--- src/rtl/i2c_seq_pkg.sv ---
// Shared types for the I2C command sequencer: FSM encoding, bus widths and FIFO entry layouts.
// Command entries carry {addr, rw, data}; response entries carry {addr, data}.
package i2c_seq_pkg;

  localparam int ADDR_W = 7;
  localparam int DATA_W = 8;

  typedef enum logic [2:0] {
    ST_IDLE      = 3'd0,
    ST_ISSUE     = 3'd1,
    ST_WAIT_BUSY = 3'd2,
    ST_WAIT_DONE = 3'd3,
    ST_RESP      = 3'd4
  } seq_state_t;

  typedef struct packed {
    logic [ADDR_W-1:0] addr;
    logic              rw;
    logic [DATA_W-1:0] data;
  } cmd_t;

  typedef struct packed {
    logic [ADDR_W-1:0] addr;
    logic [DATA_W-1:0] data;
  } rsp_t;

  localparam int CMD_W = $bits(cmd_t);
  localparam int RSP_W = $bits(rsp_t);

endpackage

--- src/rtl/sync_fifo.sv ---
// Single-clock first-word-fall-through FIFO; head visible the cycle after the push edge.
// Push is ignored when full and pop when empty; head reads as zero while empty.
module sync_fifo #(
  parameter int WIDTH = 8,
  parameter int DEPTH = 4
) (
  input  logic             clk,
  input  logic             rst,
  input  logic             push,
  input  logic [WIDTH-1:0] push_data,
  output logic             full,
  input  logic             pop,
  output logic [WIDTH-1:0] pop_data,
  output logic             empty
);

  localparam int AW = $clog2(DEPTH);

  // One extra pointer bit tells a wrapped-full FIFO from an empty one.
  logic [AW:0]      wr_ptr;
  logic [AW:0]      rd_ptr;
  logic [WIDTH-1:0] mem [DEPTH];
  logic             do_push;
  logic             do_pop;

  assign empty   = (wr_ptr == rd_ptr);
  assign full    = (wr_ptr[AW] != rd_ptr[AW]) && (wr_ptr[AW-1:0] == rd_ptr[AW-1:0]);
  assign do_push = push && !full;
  assign do_pop  = pop && !empty;

  always_ff @(posedge clk) begin
    if (rst) begin
      wr_ptr <= '0;
      rd_ptr <= '0;
    end else begin
      if (do_push) wr_ptr <= wr_ptr + 1'b1;
      if (do_pop)  rd_ptr <= rd_ptr + 1'b1;
    end
  end

  always_ff @(posedge clk) begin
    if (do_push) mem[wr_ptr[AW-1:0]] <= push_data;
  end

  assign pop_data = empty ? '0 : mem[rd_ptr[AW-1:0]];

endmodule

--- src/rtl/i2c_cmd_sequencer.sv ---
// Queues I2C commands, issues them one at a time to a byte-level master and queues read bytes.
// Five cycles minimum per command; a full response FIFO parks the FSM in RESP until space frees.
module i2c_cmd_sequencer
  import i2c_seq_pkg::*;
#(
  parameter int CMD_DEPTH = 4,
  parameter int RSP_DEPTH = 4,
  parameter int START_TO  = 16
) (
  input  logic              clk,
  input  logic              rst,
  input  logic              cmd_valid,
  output logic              cmd_ready,
  input  logic [ADDR_W-1:0] cmd_addr,
  input  logic              cmd_rw,
  input  logic [DATA_W-1:0] cmd_data,
  output logic              rsp_valid,
  input  logic              rsp_ready,
  output logic [DATA_W-1:0] rsp_data,
  output logic [ADDR_W-1:0] rsp_addr,
  output logic              busy,
  output logic              err,
  output logic [ADDR_W-1:0] m_addr,
  output logic [DATA_W-1:0] m_data_in,
  output logic              m_rw,
  output logic              m_enable,
  input  logic              m_ready,
  input  logic [DATA_W-1:0] m_data_out
);

  localparam int TO_W = $clog2(START_TO + 1);
  localparam logic [TO_W-1:0] TO_LAST = TO_W'(START_TO - 1);

  seq_state_t      state;
  seq_state_t      state_nxt;
  cmd_t            held;
  logic [TO_W-1:0] to_cnt;
  logic            timeout;

  cmd_t cmd_in;
  cmd_t cmd_head;
  logic cmd_full;
  logic cmd_empty;
  logic cmd_pop;

  rsp_t rsp_in;
  rsp_t rsp_head;
  logic rsp_full;
  logic rsp_empty;
  logic rsp_push;

  assign cmd_in = {cmd_addr, cmd_rw, cmd_data};
  assign rsp_in = {held.addr, m_data_out};

  sync_fifo #(
    .WIDTH (CMD_W),
    .DEPTH (CMD_DEPTH)
  ) u_cmd_fifo (
    .clk       (clk),
    .rst       (rst),
    .push      (cmd_valid),
    .push_data (cmd_in),
    .full      (cmd_full),
    .pop       (cmd_pop),
    .pop_data  (cmd_head),
    .empty     (cmd_empty)
  );

  sync_fifo #(
    .WIDTH (RSP_W),
    .DEPTH (RSP_DEPTH)
  ) u_rsp_fifo (
    .clk       (clk),
    .rst       (rst),
    .push      (rsp_push),
    .push_data (rsp_in),
    .full      (rsp_full),
    .pop       (rsp_ready),
    .pop_data  (rsp_head),
    .empty     (rsp_empty)
  );

  always_comb begin
    state_nxt = state;
    cmd_pop   = 1'b0;
    rsp_push  = 1'b0;
    timeout   = 1'b0;
    case (state)
      ST_IDLE: begin
        if (!cmd_empty && m_ready) begin
          cmd_pop   = 1'b1;
          state_nxt = ST_ISSUE;
        end
      end
      ST_ISSUE: state_nxt = ST_WAIT_BUSY;
      ST_WAIT_BUSY: begin
        // The master must acknowledge the start by dropping ready within START_TO cycles.
        if (!m_ready) begin
          state_nxt = ST_WAIT_DONE;
        end else if (to_cnt == TO_LAST) begin
          timeout   = 1'b1;
          state_nxt = ST_IDLE;
        end
      end
      ST_WAIT_DONE: begin
        if (m_ready) state_nxt = ST_RESP;
      end
      ST_RESP: begin
        if (!held.rw) begin
          state_nxt = ST_IDLE;
        end else if (!rsp_full) begin
          rsp_push  = 1'b1;
          state_nxt = ST_IDLE;
        end
      end
      default: state_nxt = ST_IDLE;
    endcase
  end

  always_ff @(posedge clk) begin
    if (rst) begin
      state  <= ST_IDLE;
      held   <= '0;
      to_cnt <= '0;
      err    <= 1'b0;
    end else begin
      state <= state_nxt;
      if (cmd_pop) held <= cmd_head;
      if (timeout) err <= 1'b1;
      to_cnt <= (state == ST_WAIT_BUSY) ? to_cnt + 1'b1 : '0;
    end
  end

  assign m_enable  = (state == ST_ISSUE);
  assign m_addr    = held.addr;
  assign m_rw      = held.rw;
  assign m_data_in = held.data;

  assign cmd_ready = !cmd_full;
  assign busy      = (state != ST_IDLE) || !cmd_empty;
  assign rsp_valid = !rsp_empty;
  assign rsp_addr  = rsp_head.addr;
  assign rsp_data  = rsp_head.data;

endmodule

--- config.mk ---
export PLATFORM = sky130hd
export DESIGN_NAME = i2c_cmd_sequencer
export DESIGN_NICKNAME = d
export VERILOG_FILES = /design/src/rtl/i2c_seq_pkg.sv /design/src/rtl/sync_fifo.sv /design/src/rtl/i2c_cmd_sequencer.sv
export SDC_FILE = /design/constraint.sdc
export NUM_CORES = 1
export LEC_CHECK = 0
export CAP_MARGIN = 20
export CORE_MARGIN = 2
export CORE_UTILIZATION = 35
export DETAILED_ROUTE_END_ITERATION = 10
export GPL_ROUTABILITY_DRIVEN = 0
export GPL_TIMING_DRIVEN = 0
export SYNTH_ARGS = -nofsm -noshare
export SYNTH_HDL_FRONTEND = slang
export SYNTH_SLANG_ARGS = --single-unit
--- constraint.sdc ---
create_clock -name clk -period 2.1 [get_ports clk]
set_clock_uncertainty 0.05 [all_clocks]
set_input_delay 0.42 -clock clk [delete_from_list [all_inputs] [get_ports clk]]
set_output_delay 0.42 -clock clk [all_outputs]
set_load 0.005 [all_outputs]
==> impl_metrics.csv <==
group,metric,value,unit
outcome,status,"complete, but fails checks",
outcome,violations,"setup timing",
die,start_util,35.62,%
setup_path,r2r_start,"u_rsp_fifo.rd_ptr[2]",
synthesis,synth_top_area_share,56.07,%
die,die_x,141.8,µm
synthesis,ys_seq_elements,163,
sta,hold_viol_final,0,
detailed_routing,drt_iter0_markers,140,
synthesis,synth-edff-count,124,
synthesis,seq_area_frac_synth,67.82,%
detailed_routing,routed_wl,13000,µm
setup_path,slowest_stage,"mux4_2",
pwr,p_leak,3.053,nW
setup_path,r2r-end,"u_rsp_fifo.mem[1][8]",
clocking,htreeDepth,4,
finish,final_area,0.008559,mm²
clocking,cts_root_buffer,"clkbuf_16",
finish,filler_cell_count,1614,
setup_path,max_stage_delay,0.46,ns
synthesis,syn_area_per_cell,16.94,µm²
setup_path,crit_arrival,1.79,ns
sta,min_period_over_period,107.8,%
clocking,clock_path_buffers,2,
detailed_routing,dr.pass1.iters,4,
synthesis,ys_types,52,
pwr,power_density,968.0,mW/mm²
clocking,cts_tree,"yes",
sta,worst_pin_slew,0.5927,ns
clocking,clock_latency,0.42,ns
setup_path,crit_chain,"buf_6 -> buf_16 -> buf_6 -> mux4_2 -> nor2b_1 -> buf_2",
sta,rsz0062_at_grt,"yes",
grt,grt_overflow_total,0,
sta,setup_viol,15,
sta,max-slew-margin-rel,60.49,%
sta,fmax,441.6,MHz
sta,setup_slack,-0.1644,ns
synthesis,synthesis.nets,433,
setup_path,crit_path_max_fanout,5,
setup_path,cp-end-kind,"primary output",
pwr,power.total,8.286,mW
sta,finalMaxSlewViolations,0,
detailed_routing,vias,3622,
hold_path,hold_depth,1,
finish,nets,540,
setup_path,cp.required,1.63,ns
synthesis,synth_area_leaders,"edfxtp_1 56%, dfxtp_1 12%, mux4_2 10%",
grt,grt_pass1_wl,20620,µm
synthesis,synthCells,392,
hold_path,whs_endpoint,"to_cnt[0]",
hold_path,hold_path_class,"reg2reg",
synthesis,synth_ff_type,"edfxtp_1",
setup_path,reg2reg_slack,0.06,ns
grt,grt_start_max_net_pins,17,
pwr,peakVddDrop,775.2,µV
detailed_routing,drcViolationCount,0,
synthesis,syn-cell-area,0.006641,mm²
finish,drive_above_1_share,32.23,%
setup_path,reg2reg_depth,4,
detailed_routing,routedWlPerCell,17.42,µm
place,io_buffers,64,
flow_run,maxCapViolCount,0,
setup_path,crit_family,"buffers and inverters",
finish,area_delta_synth_final,28.88,%
setup_path,startpoint_type,"flop",
hold_path,min_from,"to_cnt[0]",
clocking,clkTransAtPathRegs,0.06,ns
place,dp_hpwl,8030,µm
detailed_routing,via_per_inst,4.855,
die,coreArea,0.01864,mm²
grt,antenna_found_initial,0,
finish,n_antenna_cell,0,
die,die_area,0.02009,mm²
grt,grt_usage,13.78,%
clocking,cts_made_buffers,17,
detailed_routing,ant_nets,0,
synthesis,yosysWarnings,0,
setup_path,path_class,"reg2out",
die,rows,50,
synthesis,async_flop_share,0,%
clocking,hold_buffers,0,
setup_path,path_buf_inv,4,
sta,fin_crit,2.264,ns
die,die_h,141.8,µm
grt,grt_pass1_vias,3892,
setup_path,path_common_cell,"buf_6",
die,ios,65,
synthesis,synth_area_leader_cell,"edfxtp_1",
place,placed_area,0.007575,mm²
clocking,clock-sinks,163,
power by group:
part	switching, mW	internal (mW)	total (mW)	leakage [nW]
Clock	1.26	1.67	2.93	0.273
Combinational	0.667	0.894	1.56	1.32
Sequential	0.128	3.67	3.79	1.46
Total	2.05	6.23	8.29	3.05
placed cells by master (no fill, tap or decap), types with 9 or more instances in the layout:
cell type,synthesis,final
clkbuf_16,0,17
nor2b_4,0,9
ha_1,12,12
edfxtp_1,124,124
mux4_2,30,30
clkdlybuf4s50_1,0,46
buf_2,4,19
buf_4,2,18
dfxtp_1,39,25
nand2_1,42,42
mux2i_1,20,20
nor2_1,12,12
inv_1,10,10
cell families (layout without fill, tap and decap cells):
| family | after synthesis | after routing | share of synthesized area, % |
|---|---|---|---|
| buf+inv | 29 | 149 | 2.336 |
| flops | 163 | 163 | 67.82 |
| xor+xnor | 12 | 12 | 2.091 |
| fa+ha+maj | 12 | 12 | 2.261 |
| mux | 56 | 56 | 14.49 |
| simple gates | 98 | 98 | 7.856 |
| compound gates | 22 | 22 | 3.146 |
worst max path at each step:
stage	start	end	slack [ns]	cells after the start
2_1_floorplan	u_cmd_fifo.rd_ptr[0]	u_cmd_fifo.mem[3][0]	0.17	4
3_3_place_gp	flop	rsp_data[1]	-0.43	4
3_5_place_dp	flop	rsp_data[1]	-0.46	4
4_1_cts	flop	rsp_addr[5]	-0.25	6
5_1_grt	flop	rsp_data[3]	-0.22	6
6_report	flop	rsp_data[3]	-0.16	6
through the flow:
step	setup WS, ns	hold slack, ns	utilization (%)	std cells	TNS [ns]
finish	-0.1644	0.4019	45.91	746	-1.826
global placement	-0.4259	0.3747	40.63	690	-33.81
global route	-0.2227	0.4140	45.91	746	-4.184
detailed placement	-0.4588	0.3919	40.63	690	-35.61
CTS	-0.2475	0.4064	45.82	745	-2.669
floorplan	0.1653	0.3676	-	392	0
area by class of cell:
class,instances,area [µm²],area share (%)
clock inverters,14,128.9,1.506
clock buffers,18,439.2,5.131
flip-flops and latches,163,4537,53.00
plain buffers,16,131.4,1.535
multi-input cells,200,2150,25.11
repair buffers,89,835.8,9.765
well taps,234,292.8,3.421
inverters,12,45.04,0.5262
synthesized netlist by cell type, drive strengths merged, types with 2 or more instances:
cell type and number:
edfxtp 124, nand2 42, dfxtp 39, mux4 31
mux2i 20, nor2b 17, ha 12, inv 12
nor2 12, buf 11, and2 8, xor2 7
clkbuf 6, mux2 5, xnor2 5, o311ai 4
o31a 4, a211oi 3, nor3 3, nor3b 3
a211o 2, a311o 2, and4bb 2, nand3 2
o31ai 2
state kept, by name, indices dropped and copies added (netlist names), 5 cells and up, named ones only:
name            cells
u_rsp_fifo.mem     60
m_data_in           8
to_cnt              5
m_addr              7
u_cmd_fifo.mem     64
layer usage:
layer | vias up | share of wire (%) | global-route usage, %
met5 | - | 0 | 0
met4 | 0 | 0.86 | 4.737
met3 | 8 | 4.1 | 3.510
met2 | 84 | 52 | 23.71
met1 | 1816 | 43 | 16.94
li1 | 1714 | - | -
timing repair:
item                                    CTS  global route
cloned                                    2             0
endpoints found under the setup margin  143            17
buffers inserted                         21             3
endpoints found under the hold margin     0             0
pin swaps                                 7             2
gates resized for setup                 134             7
worst reg2reg max path: cells and delay by family (launching register included):
kind / cells / cell delay [ns]
XOR/XNOR: 1 / 0.30
AND/OR/NAND/NOR: 1 / 0.49
buffers and inverters: 1 / 0.15
flip-flops: 1 / 0.37
AO/OA/AOI/OAI: 1 / 0.33
No activity file was read; power rests on OpenSTA's default activity.
==> variant, RTL diff (same settings) <==
Set the parameter `CMD_DEPTH` to 16 (it was 4).
--- a/src/rtl/i2c_cmd_sequencer.sv
+++ b/src/rtl/i2c_cmd_sequencer.sv
@@ -4,5 +4,5 @@
   import i2c_seq_pkg::*;
 #(
-  parameter int CMD_DEPTH = 4,
+  parameter int CMD_DEPTH = 16,
   parameter int RSP_DEPTH = 4,
   parameter int START_TO  = 16
Check against the original RTL: not equivalent (a bounded check fails within 10 cycles, from zero or initial values and one cycle with rst high).
==> variant against the original RTL <==
- the flow still finishes with violations (setup timing)
- sequential cell count increased by 196
- total power increased by 98%
- cell area increased by 110%
- worst setup slack worse by 0.094 ns
- area after synthesis increased by 110%
- critical path depth fell by 2
- count of clock-buffer cells in the layout is 33 higher
- register-to-register slack worse by 0.03 ns
- wire length up 140%
- core utilization decreased by 0.21 points
- synthesized cell count grew 77%
- critical path type unchanged
- highest routed layer unchanged
==> variant: results (changes against the original RTL) <==
violations: "setup timing"
numCtsBuffers: 37  # +20
netlist-cell-type-count: 46  # -12%
detail_route.wirelength_um: 31600  # +140%
grt_pass1_wl_um: 46100  # +120%
cp_slowest_cell: "nor4_4"
syn_area_per_cell_um2: 19.9  # +18%
n_all_buffers: 166  # +58%
nets: 903  # +67%
synth_common_cells: "edfxtp_1, mux4_2, dfxtp_1, a22oi_1, nor2_1"
grt_pass1_vias: 7235  # +86%
ys_seq_area_share_pct: 75.0  # +7.2 points
largest_reg_flops: 256  # +300%
status: "complete, but fails checks"
h-tree-depth: 2  # -2
synth-edff-count: 316  # +150%
synth_area_leaders: "edfxtp_1, mux4_2, dfxtp_1, a22oi_1, ha_1"
seq_share_pct: 58.7  # +5.7 points
grt.total_usage_pct: 15.2  # +1.4 points
drive_above_1_share_pct: 34.9  # +2.6 points
clock_buffers: 51  # +33
ys_ff_latch: 359  # +120%
grt_max_degree: 18  # +1
clock_latency_ns: 0.52  # +0.10 ns
fin_ws_ns: -0.259  # -0.0941 ns
peakVddDrop_mv: 0.627  # -19%
synth_fa_ha_area_share_pct: 1.09  # -1.2 points
setup_viol: 17  # +2
r2r-end: "u_cmd_fifo.mem[6][10]"
variant: routing by layer:
| layer | track usage (%) | share of wire (%) | vias up |
|---|---|---|---|
| met5 | 0 | 0 | - |
| met4 | 5.29 | 2.6 | 0 |
| met3 | 2.78 | 5.5 | 52 |
| met2 | 24.2 | 48 | 210 |
| met1 | 21.0 | 44 | 3731 |
| li1 | - | - | 3141 |
variant: through the flow:
step	setup TNS (ns)	hold slack, ns	setup slack, ns
after detailed placement	-176.00	0.398	-0.840
after floorplan	-6.75	0.368	-0.135
after global placement	-225.98	0.381	-1.45
after global routing	-13.04	0.424	-0.380
final	-3.65	0.404	-0.259
after CTS	-4.20	0.409	-0.279
variant: timing repair:
action / in CTS / in global routing
hold endpoints to repair: 0 / 0
pin swaps: 34 / 13
resized for setup: 191 / 48
setup endpoints to repair: 342 / 289
buffers inserted: 38 / 26
cloned: 2 / 4
